[src/rtl/node_resp_collector.sv]
// rtl/node_resp_collector.sv - collects one response per child per round, round-robin, onto a registered tagged stream
module node_resp_collector #(
  parameter int NUM_CHILD = 5,
  parameter int DATA_W    = 8,
  parameter int IDX_W     = $clog2(NUM_CHILD)
) (
  input  logic                        clk,
  input  logic                        rst_n,
  input  logic [NUM_CHILD-1:0]        c_valid,
  input  logic [NUM_CHILD*DATA_W-1:0] c_data,
  output logic [NUM_CHILD-1:0]        c_ready,
  output logic                        m_valid,
  input  logic                        m_ready,
  output logic [DATA_W-1:0]           m_data,
  output logic [IDX_W-1:0]            m_idx,
  output logic                        round_done,
  output logic [7:0]                  round_cnt
);

  logic [NUM_CHILD-1:0] served;
  logic [IDX_W-1:0]     rr;
  logic [NUM_CHILD-1:0] eligible;
  logic                 load_en;
  logic                 found;
  logic                 xfer;
  logic                 last_word;
  logic [IDX_W-1:0]     grant;
  logic [IDX_W:0]       cand;
  logic [NUM_CHILD-1:0] grant_oh;

  assign eligible = c_valid & ~served;
  assign load_en  = !m_valid || m_ready;

  // Scan offsets from the far end back toward rr so the nearest eligible child wins.
  always_comb begin
    found = 1'b0;
    grant = '0;
    cand  = '0;
    for (int k = NUM_CHILD - 1; k >= 0; k--) begin
      cand = {1'b0, rr} + (IDX_W+1)'(k);
      if (cand >= (IDX_W+1)'(NUM_CHILD)) begin
        cand = cand - (IDX_W+1)'(NUM_CHILD);
      end
      if (eligible[cand[IDX_W-1:0]]) begin
        found = 1'b1;
        grant = cand[IDX_W-1:0];
      end
    end
  end

  assign grant_oh  = found ? (NUM_CHILD'(1) << grant) : '0;
  assign c_ready   = (rst_n && load_en) ? grant_oh : '0;
  assign xfer      = |(c_valid & c_ready);
  assign last_word = &(served | grant_oh);

  always_ff @(posedge clk) begin
    if (!rst_n) begin
      served     <= '0;
      rr         <= '0;
      m_valid    <= 1'b0;
      m_data     <= '0;
      m_idx      <= '0;
      round_done <= 1'b0;
      round_cnt  <= '0;
    end else begin
      round_done <= 1'b0;
      if (xfer) begin
        m_valid <= 1'b1;
        m_data  <= c_data[grant*DATA_W +: DATA_W];
        m_idx   <= grant;
        rr      <= (grant == IDX_W'(NUM_CHILD - 1)) ? '0 : grant + 1'b1;
        if (last_word) begin
          served     <= '0;
          round_done <= 1'b1;
          round_cnt  <= round_cnt + 8'd1;
        end else begin
          served <= served | grant_oh;
        end
      end else if (m_valid && m_ready) begin
        m_valid <= 1'b0;
      end
    end
  end

endmodule

[config.mk]
export PLATFORM = sky130hd
export DESIGN_NAME = node_resp_collector
export DESIGN_NICKNAME = d
export VERILOG_FILES = /design/src/rtl/node_resp_collector.sv
export SDC_FILE = /design/constraint.sdc
export NUM_CORES = 1
export LEC_CHECK = 0
export ABC_AREA = 1
export BUFFER_PORTS_ARGS = -buffer_cell sky130_fd_sc_hd__buf_2
export CAP_MARGIN = 10
export CORE_MARGIN = 2
export CORE_UTILIZATION = 48
export CTS_CLUSTER_SIZE = 30
export DETAILED_ROUTE_END_ITERATION = 6
export PLACE_DENSITY = 0.77
export SETUP_SLACK_MARGIN = 0.3
export SLEW_MARGIN = 20
export SYNTH_ARGS = -nofsm -noshare
export SYNTH_HDL_FRONTEND = slang
export SYNTH_SLANG_ARGS = --single-unit
[constraint.sdc]
create_clock -name clk -period 3.24 [get_ports clk]
set_input_delay 0.324 -clock clk [delete_from_list [all_inputs] [get_ports clk]]
set_output_delay 0.324 -clock clk [all_outputs]
set_load 0.02 [all_outputs]
## Yosys cells after proc, flatten, opt, wreduce, memory -nomap -nowiden

Cells that the tools add are included.

| storage, ports and cells | value |
|---|---|
| flip-flop bits (word level) | 29 |
| bits in latches | 0 |
| memory bits (writable) | 0 |
| memory bits (read-only) | 0 |
| output and inout port bits | 26 |
| logic and storage cells | 76 |
| memories | 0 |

| cells by class | value |
|---|---|
| add/subtract/negate cells | 11 |
| $mul | 0 |
| div/mod/pow operators | 0 |
| magnitude comparators | 10 |
| equality and inequality tests | 1 |
| shift operators | 2 |
| muxes and demuxes | 32 |
| bitwise operators | 4 |
| reductions and logical operators | 9 |

Operators by type and width:

| cell | number |
|---|---|
| $shiftx A40 B7 Y8 | 1 |
| $mux W3 | 11 |
| $lt A3 B4 Y1 const B | 5 |
| $ge A4 B3 Y1 const B | 4 |
| $bmux W1 S3 | 5 |
| $mux W5 | 3 |
| $sub A3 B3 Y3 const B | 5 |
| $mux W1 | 13 |
| $and A5 B5 Y5 | 2 |
| $add A3 B2 Y4 const B | 2 |
| $add A8 B1 Y8 const B | 1 |
| $reduce_and A6 Y1 | 1 |
| $not A5 Y5 | 1 |
| $or A5 B5 Y5 | 1 |
| $reduce_and A5 Y1 | 1 |
| $reduce_or A5 Y1 | 1 |
| $shl A1 B3 Y5 const A | 1 |
| $add A3 B1 Y4 const B | 1 |
| $add A3 B3 Y4 const B | 1 |
| $add A3 B1 Y3 const B | 1 |
| $eq A3 B3 Y1 const B | 1 |
| $ge A3 B3 Y1 const B | 1 |
| $logic_and A1 B1 Y1 | 2 |
| $reduce_and A2 Y1 | 1 |
| other kinds (3) | 3 |

## Longest topological paths before layout

Gate-level depths: netlist of run 1.

| depth | value |
|---|---|
| depth in word-level cells | 16 |
| depth in mapped cells | 30 |

## Least setup slack after synthesis of run 1

Ideal clock, no wire load.

| path | value |
|---|---|
| kind | reg2reg |
| start point | register rr[0] |
| end point | register served[0] |
| arrival | 3.742 ns |
| setup slack | -0.572 ns |
| stages on the path, launching flop included | 30 |
| path buffers | 3 |
| path through | dfxtp_1 > inv_1 > ha_1 > inv_1 > fa_1 > o21bai_4 > nand2_2 > nand2_1 > nand2_1 > nand3_1 > nand2_1 > nand2_1 > nor2_1 > nor2_1 > nand2_1 > nand2_2 > nand2_4 > buf_2 > ha_1 > ha_1 > nand2_1 > nor2_1 > nand2_1 > nand2_1 > inv_2 > nand3_2 > buf_6 > buf_4 > nand3_1 > a21oi_1 |

| on the way | value |
|---|---|
| longest elaborated chain between the ends | 15 |
| elaborated cells between the ends (all ways) | 47 |
| those cells by class | add/sub: 9; order compare: 5; shift: 1; mux: 28; bitwise: 2; reduce/logical: 2 |

Ends and longest elaborated chain:

| element | line | source |
|---|---|---|
| from (decl) | 21 | `logic [IDX_W-1:0] rr;` |
| from (signal assigned) | 71 | `rr <= (grant == IDX_W'(NUM_CHILD - 1)) ? '0 : grant + 1'b1;` |
| $add A3 B3 Y4 | 40 | `cand = {1'b0, rr} + (IDX_W+1)'(k);` |
| $ge A4 B3 Y1 / $sub A3 B3 Y3 (equally long branches) | 41, 42 |  |
| $mux W3 | 41 | `if (cand >= (IDX_W+1)'(NUM_CHILD)) begin` |
| $bmux W1 S3 | 44 | `if (eligible[cand[IDX_W-1:0]]) begin` |
| $mux W1 (implied by the code) | 44 |  |
| $mux W3 (5 in a row) | 44 |  |
| $shl A1 B3 Y5 | 51 | `assign grant_oh = found ? (NUM_CHILD'(1) << grant) : '0;` |
| $mux W5 (*) | 51 |  |
| $mux W5 (*) | 52 | `assign c_ready = (rst_n && load_en) ? grant_oh : '0;` |
| net c_ready[3] | 11 | `output logic [NUM_CHILD-1:0] c_ready,` |
| $and A5 B5 Y5 (*) | 53 | `assign xfer = \|(c_valid & c_ready);` |
| $reduce_or A5 Y1 (*) | 53 |  |
| to (signal assigned) | 77 | `served <= served \| grant_oh;` |
| to (decl) | 20 | `logic [NUM_CHILD-1:0] served;` |

The timed path passes the listed nets; every way through them passes the cells marked *. The select of a mux whose other input is x is not followed.
A chain may end at the register's enable or synchronous reset.

## Worst setup path in the final report of run 1

| path | value |
|---|---|
| start point | register rr[0] |
| end point | register round_cnt[7] |

| on the way | value |
|---|---|
| longest elaborated chain between the ends | 16 |
| elaborated cells between the ends (all ways) | 46 |
| those cells by class | add/sub: 9; order compare: 5; shift: 1; mux: 27; bitwise: 2; reduce/logical: 2 |

Ends and longest elaborated chain:

| element | line | source |
|---|---|---|
| $add A3 B3 Y4 | 40 |  |
| $ge A4 B3 Y1 / $sub A3 B3 Y3 (equally long branches) | 41, 42 |  |
| $mux W3 | 41 |  |
| $bmux W1 S3 | 44 |  |
| $mux W1 (implied by the code) | 44 |  |
| $mux W3 (5 in a row) | 44 |  |
| $shl A1 B3 Y5 | 51 |  |
| $mux W5 (*) | 51 |  |
| $mux W5 | 52 |  |
| $and A5 B5 Y5 | 53 |  |
| $reduce_or A5 Y1 | 53 |  |
| $reduce_and A6 Y1 (no line) (*) | n/a |  |
| to (signal assigned) | 75 | `round_cnt <= round_cnt + 8'd1;` |
| to (decl) | 17 | `output logic [7:0] round_cnt` |

Every way passes the cells marked *; elsewhere a longest branch is shown, timed or not. The select of a mux whose other input is x is not followed.

==> impl_metrics.json, run 1 <==
{
  "r2r-end": "round_cnt[7]",
  "yosys_warnings": 0,
  "dieHeight_um": 79.35,
  "status": "finished, violations left",
  "worst_setup_path_start_kind": "register",
  "ios": 74,
  "finalSetupViolCount": 34,
  "syn2layout_area_growth_pct": 50.28,
  "path_clk_slew_ps": 70,
  "reg2reg_from": "rr[0]",
  "setup_ws_ps": -293.4,
  "r2r_cells": 26,
  "finalCritPeriodShare": 1.091,
  "rows": 27,
  "globalplace.congestion": 0.8678,
  "critical_path_class": "register to register",
  "synth_area_sq_um": 2725,
  "pre_cts_slack_ps": -198.9,
  "viasPerCell": 5.474,
  "yosysSeqAreaShare": 0.2130,
  "drive_above_1_share": 0.4345,
  "grt_setup_unrepaired": "yes",
  "grt_use_total": 0.2767,
  "io_buffers": 73,
  "fin_worst_skew_ps": 9.231,
  "holdPathStages": 3,
  "cp_max_fo": 11,
  "place_area_sq_um": 3561,
  "maxCapViolCount": 0,
  "grt_max_degree": 18,
  "synth_cell_type_count": 34,
  "clockBufferDepth": 2,
  "stdcell_area_sq_um": 4095,
  "drc": 0,
  "antenna_cells": 0,
  "ys.flop_type": "dfxtp_1",
  "relSlewSlack": 0.6629,
  "cp-end-kind": "register",
  "postRouteAntennaNets": 0,
  "hold_start": "c_data[36]",
  "drt-pass1-iter-count": 5,
  "grt_pass1_wl_mm": 13.81,
  "routed_wl_mm": 9.755,
  "fmax_ghz": 0.2830,
  "hpwl_mm": 6.554,
  "max_slew.worst_pin.slew_ps": 505.0,
  "root_buffer": "clkbuf_8",
  "cts_tree": "done",
  "async_reset_ff_frac": 0,
  "antenna_found_initial": 0,
  "clock-sinks": 29,
  "hold_viol": 0,
  "worstPathArrival_ps": 3690,
  "cts.htree.levels": 2,
  "ctsHoldBuffers": 0,
  "core-area_sq_um": 5507,
  "violations": "setup timing",
  "synth_seq_cells": 29,
  "cts_buffers": 5,
  "holdPathEnd": "m_data[4]",
  "r2r_slack_ps": -290,
  "hold_slack_ps": 355.9,
  "finalNetCount": 640,
  "initial_core_util": 0.4949,
  "syn_avg_cell_area_sq_um": 6.042,
  "wl_per_cell_um": 14.96,
  "grt.overflow.total": 0,
  "min_period_ps": 3533,
  "vias": 3569,
  "clock_latency_ps": 290,
  "synth_cells": 451,
  "grt_pass1_vias": 3186,
  "required_ps": 3390,
  "synth-edff-count": 0,
  "dieArea_sq_um": 6296,
  "first_iter_violations": 280,
  "hold_path.class": "primary input to register",
  "syn_nets": 512,
  "die_x_um": 79.35,
  "drv_slew": 0
}
==> metrics by stage <==
step             util  std cells  setup TNS, ps
3_3_place_gp   0.6467        632         -597.7
5_1_grt        0.7437        652         -13440
3_5_place_dp   0.6467        632          -3630
4_1_cts        0.6903        643         -784.0
6_report       0.7437        652          -6879
2_1_floorplan       -        451          -2220
==> worst max-delay path: stages (launching register included) <==
cell and delay [ps]:
dfxtp_4 350, inv_6 70, ha_4 130, inv_2 40, fa_2 360, o21bai_4 220
nand2_2 120, nand2_2 90, nand2_2 70, nand3_2 80, nand2_1 80, nand2_1 80
nor2_1 170, nor2_1 70, nand2_1 80, nand2_2 70, nand2_4 90, ha_4 140
ha_4 130, nand2_4 60, nand2_2 80, nand4_1 210, nor2_4 220, buf_12 130
nand2_8 100, nand2_1 100, a21oi_1 70
==> placed cells by master (no fill, tap or decap), types with 6 or more instances in the layout <==
cell,n
buf_4,50
nor2_1,19
dfxtp_1,26
inv_1,49
a21oi_2,7
nand2_1,126
nand2_2,30
nand3_2,10
buf_2,68
o21ai_2,15
xnor2_1,6
buf_6,9
nand3_1,56
a21oi_1,16
inv_2,12
nand2_4,8
==> area by class of cell <==
class / count / area, sq um
clock buffers: 6 / 72.57
clock inverters: 2 / 10.01
fillers: 409 / 1411
inverters: 63 / 254.0
multi-input cells: 348 / 2171
flip-flops and latches: 29 / 589.3
well taps: 72 / 90.09
repair buffers: 131 / 892.1
repair inverters: 1 / 16.27
==> state kept, by name, indices dropped and copies added (netlist names) <==
name / flops
m_valid: 1
m_data: 8
round_done: 1
round_cnt: 8
m_idx: 3
rr: 3
served: 5
==> worst max-delay path by stage <==
stage           from  slack, ps  cells past startpoint      endpoint
2_1_floorplan  rr[0]       -120                     27  round_cnt[3]
3_3_place_gp   rr[1]        -50                     23  round_cnt[5]
3_5_place_dp   rr[0]       -200                     29  round_cnt[6]
4_1_cts        rr[0]        -80                     23    c_ready[3]
5_1_grt        rr[1]       -490                     27  round_cnt[6]
6_report       rr[0]       -290                     26  round_cnt[7]
==> metal layers <==
metal	vias to the layer above	GRT usage	routed length [um]
li1	1706	-	-
met1	1641	0.3194	3895
met2	185	0.5000	4882
met3	37	0.05909	678
met4	0	0.1000	298
met5	-	0	0
==> Yosys cell counts (all sizes together) (5+ instances only) <==
master	instances	area, sq um
a21oi	24	123.9
nand3	68	355.3
o21ai	25	140.1
inv	63	236.5
xnor2	6	52.55
ha	12	150.1
dfxtp	29	580.6
buf	8	73.82
nand2	166	680.7
nand4	5	31.28
mux2i	5	50.05
nor2	27	137.6
==> cell families (layout without fill, tap and decap cells) <==
logic type / Yosys count / in the layout / synth area share
flip-flops: 29 / 29 / 0.2130
AND/OR/NAND/NOR: 268 / 268 / 0.4463
AO/OA/AOI/OAI: 54 / 54 / 0.1162
multiplexers: 5 / 5 / 0.01837
XOR/XNOR: 8 / 8 / 0.02571
adder cells (fa/ha/maj): 13 / 13 / 0.06244
buffers and inverters: 74 / 203 / 0.1180
==> timing repair <==
action	CTS	global route
endpoints found under the setup margin	34	34
resized for setup	39	56
buffers inserted	3	8
gates cloned	0	1
pin swaps	13	10
hold endpoints to repair	0	0
Power of run 1 is left out: the tool's default activity adds up to more than one toggle a clock period on the data nets, which glitch-free logic cannot reach.
==> run 2, diff against run 1 <==
CORE_UTILIZATION = 54   (was 48)
PLACE_DENSITY = 0.82   (was 0.77)
clock period = 3.8 ns   (was 3.24 ns; I/O delays follow)
==> impl_metrics.json, run 2 (synthesis gave the netlist of run 1 again) <==
{
  "status": "complete, no violations",
  "path_clk_slew_ps": 70,
  "critical_path_class": "register to register",
  "first_iter_violations": 352,
  "required_ps": 4010,
  "fillCellCount": 349,
  "grt_pass1_vias": 2646,
  "rows": 25,
  "r2r_cells": 26,
  "wl_per_cell_um": 14.78,
  "grt_setup_unrepaired": "yes",
  "holdPathEnd": "m_data[5]",
  "cp_max_fo": 8,
  "postLayoutCoreUtil": 0.7786,
  "clock_latency_ps": 290,
  "core-area_sq_um": 4786,
  "min_period_ps": 3641,
  "worstPathArrival_ps": 3850,
  "drv_slew": 0,
  "grt.overflow.total": 0,
  "r2r-end": "m_data[4]",
  "ios": 74,
  "reg2reg_from": "rr[1]",
  "top_regs": "m_data (8), round_cnt (8), served (5)",
  "final_common_cell": "nand2_1",
  "dieArea_sq_um": 5631,
  "fin_worst_skew_ps": 5.812,
  "cp-end-kind": "register",
  "maxCapViolCount": 0,
  "vias": 3448,
  "grt_use_total": 0.2721,
  "relSlewSlack": 0.6621,
  "grt_pass1_wl_mm": 11.76,
  "globalplace.congestion": 0.9204,
  "drc": 0,
  "clockBufferDepth": 2,
  "finalSetupViolCount": 0,
  "io_buffers": 73,
  "antenna_found_initial": 0,
  "viasPerCell": 5.570,
  "cts_tree": "done",
  "cts.htree.levels": 2,
  "clock-sinks": 29,
  "final_cells": 619,
  "drive_above_1_share": 0.3551,
  "fin_tns_setup_ps": 0,
  "root_buffer": "clkbuf_8",
  "hpwl_mm": 5.825,
  "routed_wl_mm": 9.146,
  "hold_viol": 0,
  "initial_core_util": 0.5694,
  "syn2layout_area_growth_pct": 36.73,
  "dieHeight_um": 75.04,
  "hold_start": "c_data[37]",
  "hold_path.class": "primary input to register",
  "postRouteAntennaNets": 0,
  "max_slew.worst_pin.slew_ps": 506.3,
  "ctsHoldBuffers": 0,
  "fmax_ghz": 0.2747,
  "finalCritPeriodShare": 0.9581,
  "cts_buffers": 5,
  "place_inst": 587,
  "layout_common_cells": "140 x nand2_1, 69 x buf_2, 57 x nand3_1, 50 x inv_1, 27 x buf_4",
  "worst_setup_path_start_kind": "register",
  "die_x_um": 75.04,
  "holdPathStages": 3,
  "drt-pass1-iter-count": 6,
  "r2r_slack_ps": 160,
  "grt_max_degree": 16,
  "antenna_cells": 0,
  "finalNetCount": 612
}
-- run 2: worst max path at each step --
stage,start,endpoint,slack (ps),cells after the start
global route,rr[1],round_cnt[4],-20,28
CTS,rr[1],c_ready[3],310,20
floorplan,rr[1],m_valid,300,28
detailed placement,rr[0],m_data[4],80,29
global placement,rr[0],round_cnt[1],150,30
finish,rr[1],m_data[4],160,26
-- run 2: layer usage --
metal  wire length (um)  part of all wire  global-route usage  vias up
li1                   -                 -                   -     1640
met1               3593              0.39              0.3249     1542
met2               4412              0.48              0.4747      218
met3                723             0.079             0.06693       48
met4                416             0.045             0.09325        0
met5                  0                 0                   0        -
-- run 2: worst max-delay path, cell delays in order (launching register included) --
cell	delay, ps
dfxtp_4	400
ha_4	150
inv_4	30
fa_2	410
o21bai_4	220
nand2_2	120
nand2_2	80
nand2_2	70
nand3_2	90
nand2_1	120
nand2_1	110
nor2_1	180
nor2_1	90
nand2_1	90
nand2_2	70
nand2_4	90
ha_4	140
ha_4	130
nand2_4	60
nor2_4	140
nand2_1	70
nand2_1	90
inv_2	50
nand3_4	170
buf_8	170
o21ai_1	60
a21oi_1	150
-- run 2: per-stage QoR --
stage	hold WS [ps]	worst slack [ps]	cell area, sq um
2_1_floorplan	441.5	302.6	2738
3_3_place_gp	452.5	148.1	3152
3_5_place_dp	455.1	82.33	3152
4_1_cts	391.4	313.8	3328
5_1_grt	425.0	-17.29	3726
6_report	390.5	159.0	3726
-- run 2: cell type report --
class	instances	area, sq um	share of cell area
Tap cell	67	83.83	0.02250
Clock buffer	7	96.34	0.02586
Inverter	63	246.5	0.06615
Timing Repair Buffer	104	668.1	0.1793
Multi-Input combinational cell	348	2039	0.5473
Sequential cell	29	586.8	0.1575
Clock inverter	1	5.005	0.001343
-- run 2: what timing repair did --
action / CTS / global route
gates cloned: 0 / 1
resized for setup: 11 / 62
pin swaps: 4 / 26
buffers inserted: 5 / 18
hold endpoints to repair: 0 / 0
setup endpoints to repair: 33 / 34
Power of run 2 is left out for the same reason.
==> run 3, diff against run 2 <==
CORE_UTILIZATION = 58   (was 54)
PLACE_DENSITY = 0.87   (was 0.82)
clock period = 4.5 ns   (was 3.8 ns; I/O delays follow)
==> impl_metrics.json, run 3 (synthesis gave the netlist of run 1 again) <==
{
  "status": "complete, no violations",
  "drv_slew": 0,
  "cts_buffers": 5,
  "core-area_sq_um": 4444,
  "top_regs": "m_data (8), round_cnt (8), served (5)",
  "maxCapViolCount": 0,
  "worstPathArrival_ps": 3520,
  "grt_use_total": 0.2883,
  "syn2layout_area_growth_pct": 17.72,
  "fin_tns_setup_ps": 0,
  "cp-end-kind": "output pin",
  "required_ps": 4050,
  "hold_viol": 0,
  "crit_chain": "inv_2 -> ha_1 -> inv_1 -> fa_1 -> a21oi_2 -> nand2_1 -> nand2_1 -> nand2_1 -> nand3_1 -> nand3_1 -> nand2_2 -> nor2_1 -> nor2_1 -> nand2_1 -> nand2_1 -> nand2_2 -> nand2_4 -> ha_1 -> ha_1 -> nand2_1 -> nor2_1 -> buf_2",
  "cp-startpoint": "rr[0]",
  "io_buffers": 73,
  "grt_max_degree": 25,
  "cts.htree.levels": 2,
  "finalCritPeriodShare": 0.8833,
  "antenna_cells": 0,
  "dieHeight_um": 72.55,
  "timing.critical_path.mode_cell": "nand2_1",
  "clock-sinks": 29,
  "hpwl_mm": 5.777,
  "fin_worst_skew_ps": 6.050,
  "viasPerCell": 5.449,
  "final_cells": 577,
  "layout_common_cells": "149 x nand2_1, 73 x buf_2, 65 x nand3_1, 53 x inv_1, 28 x dfxtp_1",
  "drc": 0,
  "first_iter_violations": 238,
  "initial_core_util": 0.6132,
  "grt_setup_unrepaired": "no",
  "clockBufferDepth": 2,
  "ios": 74,
  "wl_per_cell_um": 13.19,
  "reg2reg_from": "rr[0]",
  "drive_above_1_share": 0.2438,
  "multiInputGateArea_sq_um": 1846,
  "dieArea_sq_um": 5263,
  "postCtsSetupBuffers": 0,
  "hold_slack_ps": 464.3,
  "critPathMaxStageDelay_ps": 410,
  "setup_ws_ps": 525.2,
  "relSlewSlack": 0.7152,
  "antenna_found_initial": 0,
  "min_period_ps": 3975,
  "path_depth": 22,
  "hold_path.class": "register to register",
  "root_buffer": "clkbuf_8",
  "critical_path_class": "register to output pin",
  "die_x_um": 72.55,
  "postRouteAntennaNets": 0,
  "cp_max_fo": 9,
  "globalplace.congestion": 0.9046,
  "grt_pass1_wl_mm": 12.03,
  "r2r_cells": 29,
  "drt-pass1-iter-count": 6,
  "path_buf_inv": 3,
  "r2r-end": "m_data[2]",
  "fmax_ghz": 0.2516,
  "r2r_slack_ps": 590,
  "grt.overflow.total": 0,
  "endpoint": "c_ready[3]",
  "fillCellCount": 356,
  "final_common_cell": "nand2_1",
  "finalNetCount": 585,
  "vias": 3144,
  "worst_setup_path_start_kind": "register",
  "rows": 24,
  "regArea_sq_um": 584.3,
  "clock_latency_ps": 290,
  "routed_wl_mm": 7.608,
  "place_inst": 568,
  "critPathTopFamily": "simple AND/OR/NAND/NOR gates",
  "max_slew.worst_pin.slew_ps": 426.7,
  "crit_path_top_delay_cell": "fa_1",
  "hold_start": "m_data[6]",
  "pre_cts_slack_ps": 325.9,
  "path_clk_slew_ps": 70,
  "finalSetupViolCount": 0,
  "grt_pass1_vias": 2796,
  "cts_tree": "done"
}
[run 3: cell type report]
cell class                      count  share of cell area
Timing Repair Buffer               76              0.1209
Tap cell                           52             0.02028
Clock inverter                      3            0.005460
Multi-Input combinational cell    349              0.5753
Clock buffer                        5             0.02145
Sequential cell                    29              0.1821
Inverter                           63             0.07449
[run 3: worst min path at each step]
stage	to	slack, ps	cells after the start
after global routing	m_data[6]	480	2
after global placement	m_data[6]	450	2
final	m_data[6]	460	2
after CTS	served[0]	470	2
after floorplan	served[1]	440	2
after detailed placement	served[0]	460	2
[run 3: repair_timing]
item	CTS	global route
pin swaps	0	0
endpoints found under the setup margin	17	30
cloned	0	1
gates resized for setup	3	3
hold buffers	0	0
[run 3: tightest hold or removal path: cells and delay by family, from the launching register on]
kind | cells | cell delay, ps
flops | 1 | 310
simple gates | 1 | 60
compound gates | 1 | 60
[run 3: per-layer routing]
metal / wire [um] / part of all wire / GRT usage
met2: 3639 / 0.48 / 0.4899
met1: 3196 / 0.42 / 0.3496
met3: 625 / 0.082 / 0.06806
met4: 147 / 0.019 / 0.1152
met5: 0 / 0 / 0
[run 3: stage by stage]
stage	util	area [sq um]
3_5_place_dp	0.6959	3093
3_3_place_gp	0.6959	3093
6_report	0.7218	3208
5_1_grt	0.7218	3208
4_1_cts	0.7188	3194
2_1_floorplan	-	2725
Power of run 3 is left out for the same reason.
